===== src/rtl/load_store_unit.sv =====
// Load/store unit between execute and a word-organised data memory.
// Handles sub-word loads by extension and sub-word stores by read-modify-write.
module load_store_unit #(
  parameter int MEM_WORDS = 512
) (
  input  logic        clk,
  input  logic        rst_n,
  input  logic        req_valid,
  output logic        req_ready,
  input  logic        req_we,
  input  logic [2:0]  req_funct3,
  input  logic [31:0] req_addr,
  input  logic [31:0] req_wdata,
  output logic        rsp_valid,
  output logic [31:0] rsp_rdata,
  output logic        rsp_error,
  output logic [31:0] mem_addr,
  output logic [31:0] mem_wdata,
  output logic        mem_we,
  input  logic [31:0] mem_rdata
);

  typedef enum logic [2:0] {IDLE, LOAD, MERGE, WRITE, RESP} state_t;

  localparam logic [31:0] MEM_WORDS_W = 32'(MEM_WORDS);

  state_t      state, state_next;
  logic [1:0]  lane_q;
  logic [2:0]  funct3_q;
  logic [15:0] wdata_q;
  logic        accept;
  logic        req_err;
  logic [7:0]  byte_sel;
  logic [15:0] half_sel;
  logic [31:0] load_data;
  logic [31:0] merged;

  assign accept = req_valid && req_ready;

  always_comb begin
    req_err = 1'b0;
    if ({2'b00, req_addr[31:2]} >= MEM_WORDS_W) req_err = 1'b1;
    if (req_we) begin
      case (req_funct3)
        3'b000:  ;
        3'b001:  if (req_addr[0]) req_err = 1'b1;
        3'b010:  if (req_addr[1:0] != 2'b00) req_err = 1'b1;
        default: req_err = 1'b1;
      endcase
    end else begin
      case (req_funct3)
        3'b000, 3'b100: ;
        3'b001, 3'b101: if (req_addr[0]) req_err = 1'b1;
        3'b010:         if (req_addr[1:0] != 2'b00) req_err = 1'b1;
        default:        req_err = 1'b1;
      endcase
    end
  end

  always_ff @(posedge clk or negedge rst_n) begin
    if (!rst_n) state <= IDLE;
    else        state <= state_next;
  end

  always_comb begin
    state_next = state;
    req_ready  = 1'b0;
    rsp_valid  = 1'b0;
    mem_we     = 1'b0;
    case (state)
      IDLE: begin
        req_ready = 1'b1;
        if (accept) begin
          if (req_err)                  state_next = RESP;
          else if (!req_we)             state_next = LOAD;
          else if (req_funct3 == 3'b010) state_next = WRITE;
          else                          state_next = MERGE;
        end
      end
      LOAD:  state_next = RESP;
      MERGE: state_next = WRITE;
      WRITE: begin
        mem_we     = 1'b1;
        state_next = RESP;
      end
      RESP: begin
        rsp_valid  = 1'b1;
        state_next = IDLE;
      end
      default: state_next = IDLE;
    endcase
  end

  always_comb begin
    byte_sel = mem_rdata[7:0];
    case (lane_q)
      2'd1:    byte_sel = mem_rdata[15:8];
      2'd2:    byte_sel = mem_rdata[23:16];
      2'd3:    byte_sel = mem_rdata[31:24];
      default: byte_sel = mem_rdata[7:0];
    endcase
    half_sel = lane_q[1] ? mem_rdata[31:16] : mem_rdata[15:0];
    case (funct3_q)
      3'b000:  load_data = {{24{byte_sel[7]}}, byte_sel};
      3'b100:  load_data = {24'h0, byte_sel};
      3'b001:  load_data = {{16{half_sel[15]}}, half_sel};
      3'b101:  load_data = {16'h0, half_sel};
      default: load_data = mem_rdata;
    endcase
  end

  // funct3[0] distinguishes sh from sb on the read-modify-write path.
  always_comb begin
    merged = mem_rdata;
    if (funct3_q[0]) begin
      if (lane_q[1]) merged[31:16] = wdata_q;
      else           merged[15:0]  = wdata_q;
    end else begin
      case (lane_q)
        2'd1:    merged[15:8]  = wdata_q[7:0];
        2'd2:    merged[23:16] = wdata_q[7:0];
        2'd3:    merged[31:24] = wdata_q[7:0];
        default: merged[7:0]   = wdata_q[7:0];
      endcase
    end
  end

  // Response registers change only on the edge entering RESP, so they hold between responses.
  always_ff @(posedge clk or negedge rst_n) begin
    if (!rst_n) begin
      lane_q    <= 2'b00;
      funct3_q  <= 3'b000;
      wdata_q   <= 16'h0;
      mem_addr  <= 32'h0;
      mem_wdata <= 32'h0;
      rsp_rdata <= 32'h0;
      rsp_error <= 1'b0;
    end else begin
      if (accept) begin
        lane_q   <= req_addr[1:0];
        funct3_q <= req_funct3;
        wdata_q  <= req_wdata[15:0];
        mem_addr <= {req_addr[31:2], 2'b00};
        if (req_we) mem_wdata <= req_wdata;
        if (req_err) begin
          rsp_rdata <= 32'h0;
          rsp_error <= 1'b1;
        end
      end
      if (state == LOAD) begin
        rsp_rdata <= load_data;
        rsp_error <= 1'b0;
      end
      if (state == MERGE) mem_wdata <= merged;
      if (state == WRITE) begin
        rsp_rdata <= 32'h0;
        rsp_error <= 1'b0;
      end
    end
  end

endmodule


===== config.mk =====
export PLATFORM = sky130hd
export DESIGN_NAME = load_store_unit
export DESIGN_NICKNAME = d
export VERILOG_FILES = /design/src/rtl/load_store_unit.sv
export SDC_FILE = /design/constraint.sdc
export NUM_CORES = 1
export LEC_CHECK = 0
export BUFFER_PORTS_ARGS = -buffer_cell sky130_fd_sc_hd__buf_2
export CAP_MARGIN = 20
export CORE_UTILIZATION = 50
export CTS_BUF_LIST = sky130_fd_sc_hd__clkbuf_2 sky130_fd_sc_hd__clkbuf_4 sky130_fd_sc_hd__clkbuf_8
export DETAILED_ROUTE_END_ITERATION = 6
export MAX_ROUTING_LAYER = met4
export PLACE_DENSITY = 0.84
export SLEW_MARGIN = 25
export SYNTH_ARGS = -nofsm -noshare
export SYNTH_HDL_FRONTEND = slang
export SYNTH_SLANG_ARGS = --single-unit

===== constraint.sdc =====
create_clock -name clk -period 2.5 [get_ports clk]
set_clock_uncertainty 0.1 [all_clocks]
set_input_delay 0 -clock clk [delete_from_list [all_inputs] [get_ports clk]]
set_output_delay 0 -clock clk [all_outputs]
set_load 0.02 [all_outputs]

; ---- Word level (Yosys, flattened, before mapping)
; Index checks and enable logic that the tools add are counted.
[classes]
magnitude_cmp = 1
n_eq_ne = 15
mux = 35
reduce_logical = 15
[op_table]
columns = op, n
row1 = 2-to-1 mux 32 bit, 8
row2 = one-hot mux 32 bit (4 select lines), 1
row3 = 2-to-1 mux 16 bit, 3
row4 = 2-to-1 mux 8 bit, 4
row5 = ">= comparator 30 x 10 -> 1 bit, second input constant", 1
row6 = one-hot mux 8 bit (3 select lines), 1
row7 = "== test 3 bit, second input constant", 5
row8 = 2-to-1 mux 1 bit, 12
row9 = "== test 3 x 1 -> 1 bit, second input constant", 3
row10 = "== test 3 x 2 -> 1 bit, second input constant", 3
row11 = logical NOT 3 bit, 3
row12 = one-hot mux 3 bit (3 select lines), 1
row13 = 2-to-1 mux 3 bit, 2
row14 = one-hot mux 1 bit (3 select lines), 2
row15 = nonzero test 2 bit, 3
row16 = nonzero test 3 bit, 2
row17 = OR reduction 2 bit, 3
row18 = "== test 2 bit, second input constant", 2
row19 = AND reduction 2 bit, 2
row20 = OR reduction 3 bit, 1
row21 = "== test 2 x 1 -> 1 bit, second input constant", 1
row22 = 2-to-1 mux 2 bit, 1
row23 = "inequality test 2 bit, second input constant", 1
row24 = logical AND 1 bit, 1
[totals]
reg_bits = 119
out_inout_bits = 100
word_cells = 74

; ---- Longest topological paths before layout
[logic_depth]
depth_word = 9
mapped_depth = 7
depth_no_buf = 4

; ---- Least setup slack after synthesis
; OpenSTA, ideal clock, no wires.
[synth_path]
kind = reg2reg
startpoint = reg state[2]
endpoint = reg rsp_rdata[21]
arrival_ps = 1679
required_ps = 2318
path_slack_ps = 638
stages_incl_launch_ff = 8
synth_period_minus_slack_ps = 1862
cell_sequence = dfrtp_1 > buf_2 > or3b_2 > buf_2 > a21oi_1 > o21ai_1 > buf_2 > o22ai_1
[synth_between]
elab_chain_cells = 5
elab_cells_between_ends = 10
[synth_lines]
columns = element, line_no
row1 = from (decl), 27  ; state_t state, state_next;
row2 = from (signal assigned), 62  ; else state <= state_next;
row3 = logical NOT 3 bit, 70  ; case (state)
row4 = 2-to-1 mux 1 bit, 70
row5 = logical AND 1 bit, 38  ; assign accept = req_valid && req_ready;
row6 = nonzero test 3 bit (no line), -
row7 = AND reduction 2 bit (no line), -
row8 = to (signal assigned), 151  ; rsp_rdata <= load_data;
row9 = to (decl), 15  ; output logic [31:0] rsp_rdata,
; Parallel ways exist; a longest one is shown, timed or not.
; A chain may end at the register's enable or synchronous reset.

; ---- Worst setup path after layout
[layout_path]
startpoint = reg lane_q[1]
endpoint = reg rsp_rdata[2]
[layout_between]
elab_chain_cells = 5
elab_cells_between_ends = 8
[layout_lines]
columns = element, line_no
row1 = from (decl), 28  ; logic [1:0] lane_q;
row2 = from (signal assigned), 140  ; lane_q <= req_addr[1:0];
row3 = == test 2 bit / == test 2 x 1 -> 1 bit (equally long branches), 96  ; case (lane_q)
row4 = one-hot mux 8 bit (3 select lines), 96
row5 = one-hot mux 32 bit (4 select lines) (*), 103  ; case (funct3_q)
row6 = 2-to-1 mux 32 bit (*), 150  ; if (state == LOAD) begin
row7 = 2-to-1 mux 32 bit (*), 155  ; if (state == WRITE) begin
; Every way passes the cells marked *; elsewhere a longest branch is shown, timed or not.

==> metrics.md <==
| Metric | Value |
|---|---|
| Critical path capture point type | `register` |
| Cell variety after synth | `41` |
| Max_slew headroom | `49.8%` |
| Share of cells above drive strength 1 | `approximately a third` |
| Longest Clk Path Bufs | `2` |
| Sequential cell area fraction in the yosys report | `52.1%` |
| Die ar. | `between 10000 and 15000 µm²` |
| First-pass DRT Iterations | `7` |
| Layout area overhead | `45.2%` |
| Mux cell area share after synthesis | `between 10% and 20%` |
| Yosys top cell area share | `52.1%` |
| Final min period | `2.36 ns` |
| CP required | `roughly 2.8 ns` |
| Failing checks | `DRC` |
| CTS clk-pin slew, worst paths | `~0.070 ns` |
| Clk sinks | `approximately 120` |
| Worst Path Arrival | `2.61 ns` |
| Cell accounting for the most synthesized area | `dfrtp_1` |
| Compound-cell area share of the yosys netlist | `~18%` |
| Synth Area in Simple Gates | `between 10% and 20%` |
| # nets final | `951` |
| Vias in the first global route | `approximately 6000` |
| Mapped Cells | `558` |
| N_diodes | `0` |
| Yosys reg bits | `approximately 120` |
| Rows | `38` |
| Setup WS post-layout | `around 0.14 ns` |
| Netlist Area Pre-Place | `about 5700 µm²` |
| Clk root buf | `clkbuf_8` |
| Delay of the slowest critical-path stage | `~0.7 ns` |
| Unrepaired setup endpoints after global routing | `no` |
| CP top delay family | `compound AO/OA/AOI/OAI gates` |
| Post-synth EDFFs | `0` |
| Total negative slack | `0 ns` |
| Final instance area | `a little over 8000 µm²` |
| Power Density | `between 600 and 700 nW/µm²` |
| Max rail drop VDD | `about 0.47 mV` |
| Initial Util | `about 52%` |
| Xor-xnor portion of the synthesized cell area | `0%` |
| Die Y | `109 µm` |
| CTS tree | `built` |
| Worst-Margin Slew | `0.751 ns` |
| Top cells by count, synth | `119 x dfrtp_1, 116 x nand2_1, 49 x mux2_2` |
| Asr flop ratio synth | `100%` |
| Final setup fails | `0` |
| Largest net degree at the start of global routing | `120` |
| Clk Latency, worst-skew pair | `roughly 0.43 ns` |
| Metal1 wirelength | `between 7000 and 8000 µm` |
| Width of the die | `approximately 110 µm` |
| Syn_area_per_cell | `10.2 µm²` |
| Top cells by area in the synthesized netlist | `dfrtp_1 52%, mux2_2 9.7%, nand2_1 7.6%` |
| Pleak | `slightly above 4 nW` |
| Worst-path fanout max | `29` |
| Setup Buffers After CTS | `0` |
| DRT iter0 DRCs | `~820` |
| Fmax | `between 400 and 500 MHz` |
| Antenna Nets Post-Route | `0` |
| Vias/cell | `6.14` |
| Bufs and invs on worst path | `2` |
| Wirelength per Cell | `between 20 and 25 µm` |
| Fin. max-slew vios | `0` |
| CP Cell Sequence | `buf_4, inv_1, a21oi_1, o221ai_1, o22ai_1` |
| First-pass GRT wire length | `31900 µm` |
| Routed WL | `just over 20000 µm` |
| Post-DP HPWL | `~13000 µm` |
| Final hold violation count | `0` |
| Gr usage total | `37.0%` |
| Post-Route Utilization | `around 76%` |
| Adder-Cell Fraction of Synth Area | `0%` |
| CP max-delay cell | `a21oi_1` |
| # port buffers | `200` |
| Total power | `between 5 and 6 mW` |
| Top_reg_cell synth | `dfrtp_1` |
| CP Launch Type | `register` |
| Met2 routed WL | `9920 µm` |
| Count leader, synth | `dfrtp_1` |
| Status | `complete, but fails checks` |
| GRT Residual Overflow | `0` |
| DR top layer | `met4` |
| Residual DRC | `9` |
| Vias | `6139` |
| Min-delay worst type | `in2async` |
| Placeable Area | `11000 µm²` |
| Place WS | `roughly 0.25 ns` |
| Max-cap violation count | `0` |
| Top-level I/O count | `203` |
| Cts bufs inserted | `17` |
| Placer Congestion | `between 0.9 and 1` |
| Metal3 WL | `1920 µm` |
| Largest family of logic cells by synthesized area | `compound AO/OA/AOI/OAI gates` |
| Initial antenna violation count | `0` |
| Yosys warning count | `0` |
| Final Cycle Share | `between 90 and 100%` |
| H-Tree Depth | `4` |
| CP Class | `reg2reg` |
| DP Area | `between 6000 and 7000 µm²` |
cells by family after synthesis:
group / Yosys count
buffers and inverters: 50
and+or+nand+nor: 188
other: 1
DFF: 119
muxes: 58
AOI/OAI and AO/OA: 142
where the power goes:
| part | leakage [nW] | switching, mW | internal (mW) |
|---|---|---|---|
| clock | 0.225 | 0.792 | 1.18 |
| combinational | 2.31 | 0.802 | 0.599 |
| sequential | 1.49 | 0.162 | 2.13 |
| total | 4.03 | 1.76 | 3.91 |
registers in the layout, indices dropped and copies added (netlist names):
name and count:
state 3, rsp_rdata 32, mem_addr 30, mem_wdata 32, rsp_error 1, wdata_q 16
lane_q 2, funct3_q 3
routing by layer:
metal / up-vias / GRT usage, %
met5: - / -
met4: 0 / 19.0
met3: 95 / 7.89
met2: 448 / 58.6
met1: 2946 / 44.6
li1: 2650 / -
cell type report:
| type | instances | area [µm²] |
|---|---|---|
| multi-input combinational | 390 | 2540 |
| clock buffer | 22 | 290 |
| fill | 719 | 2690 |
| timing repair buffer | 316 | 2150 |
| inverter | 4 | 15.0 |
| clock inverter | 9 | 148 |
| tap | 140 | 175 |
| sequential | 119 | 2980 |
placed cells by master (no fill, tap or decap), types with 13 or more instances in the layout:
cell,Yosys,layout
dfrtp_1,119,119
nor2_1,25,25
and3_1,24,24
a31oi_1,32,32
buf_4,3,13
clkbuf_8,0,20
nand2_1,116,116
dlygate4sd3_1,0,102
buf_2,13,199
o22ai_1,31,31
a211oi_1,24,24
mux2_2,49,49
a22o_1,15,15
through the flow:
| stage | hold slack [ns] | cells |
|---|---|---|
| 2_1_floorplan | -0.396 | 559 |
| 5_1_grt | 0.143 | 1000 |
| 4_1_cts | 0.111 | 1000 |
| 6_report | 0.0485 | 1000 |
| 3_3_place_gp | 0.0336 | 867 |
| 3_5_place_dp | 0.0405 | 867 |
timing repair:
| item | CTS | global route |
|---|---|---|
| endpoints found under the hold margin | 236 | 0 |
| resized for setup | 0 | 0 |
| hold buffers | 102 | 0 |
worst paths after layout:
kind / startpoint / endpoint / slack [ns] / depth (start not counted)
max in group asynchronous: rst_n / rsp_rdata[15]$_DFFE_PN0P_ / 1.71 / 3
max reg2reg: lane_q[1]$_DFFE_PN0P_ / rsp_rdata[2]$_DFFE_PN0P_ / 0.14 / 5
min: rst_n / rsp_rdata[17]$_DFFE_PN0P_ / 0.05 / 3
min reg2reg: rsp_error$_DFFE_PN0P_ / rsp_error$_DFFE_PN0P_ / 0.39 / 1
max: lane_q[1]$_DFFE_PN0P_ / rsp_rdata[2]$_DFFE_PN0P_ / 0.14 / 5
min in group clk: req_addr[7] / mem_addr[7]$_DFFE_PN0P_ / 0.23 / 3
worst min-delay path: cells and delay by family:
kind	cells	cell delay, ns
buffers and inverters	3	1.05
Power figures use the tool's default switching activity.
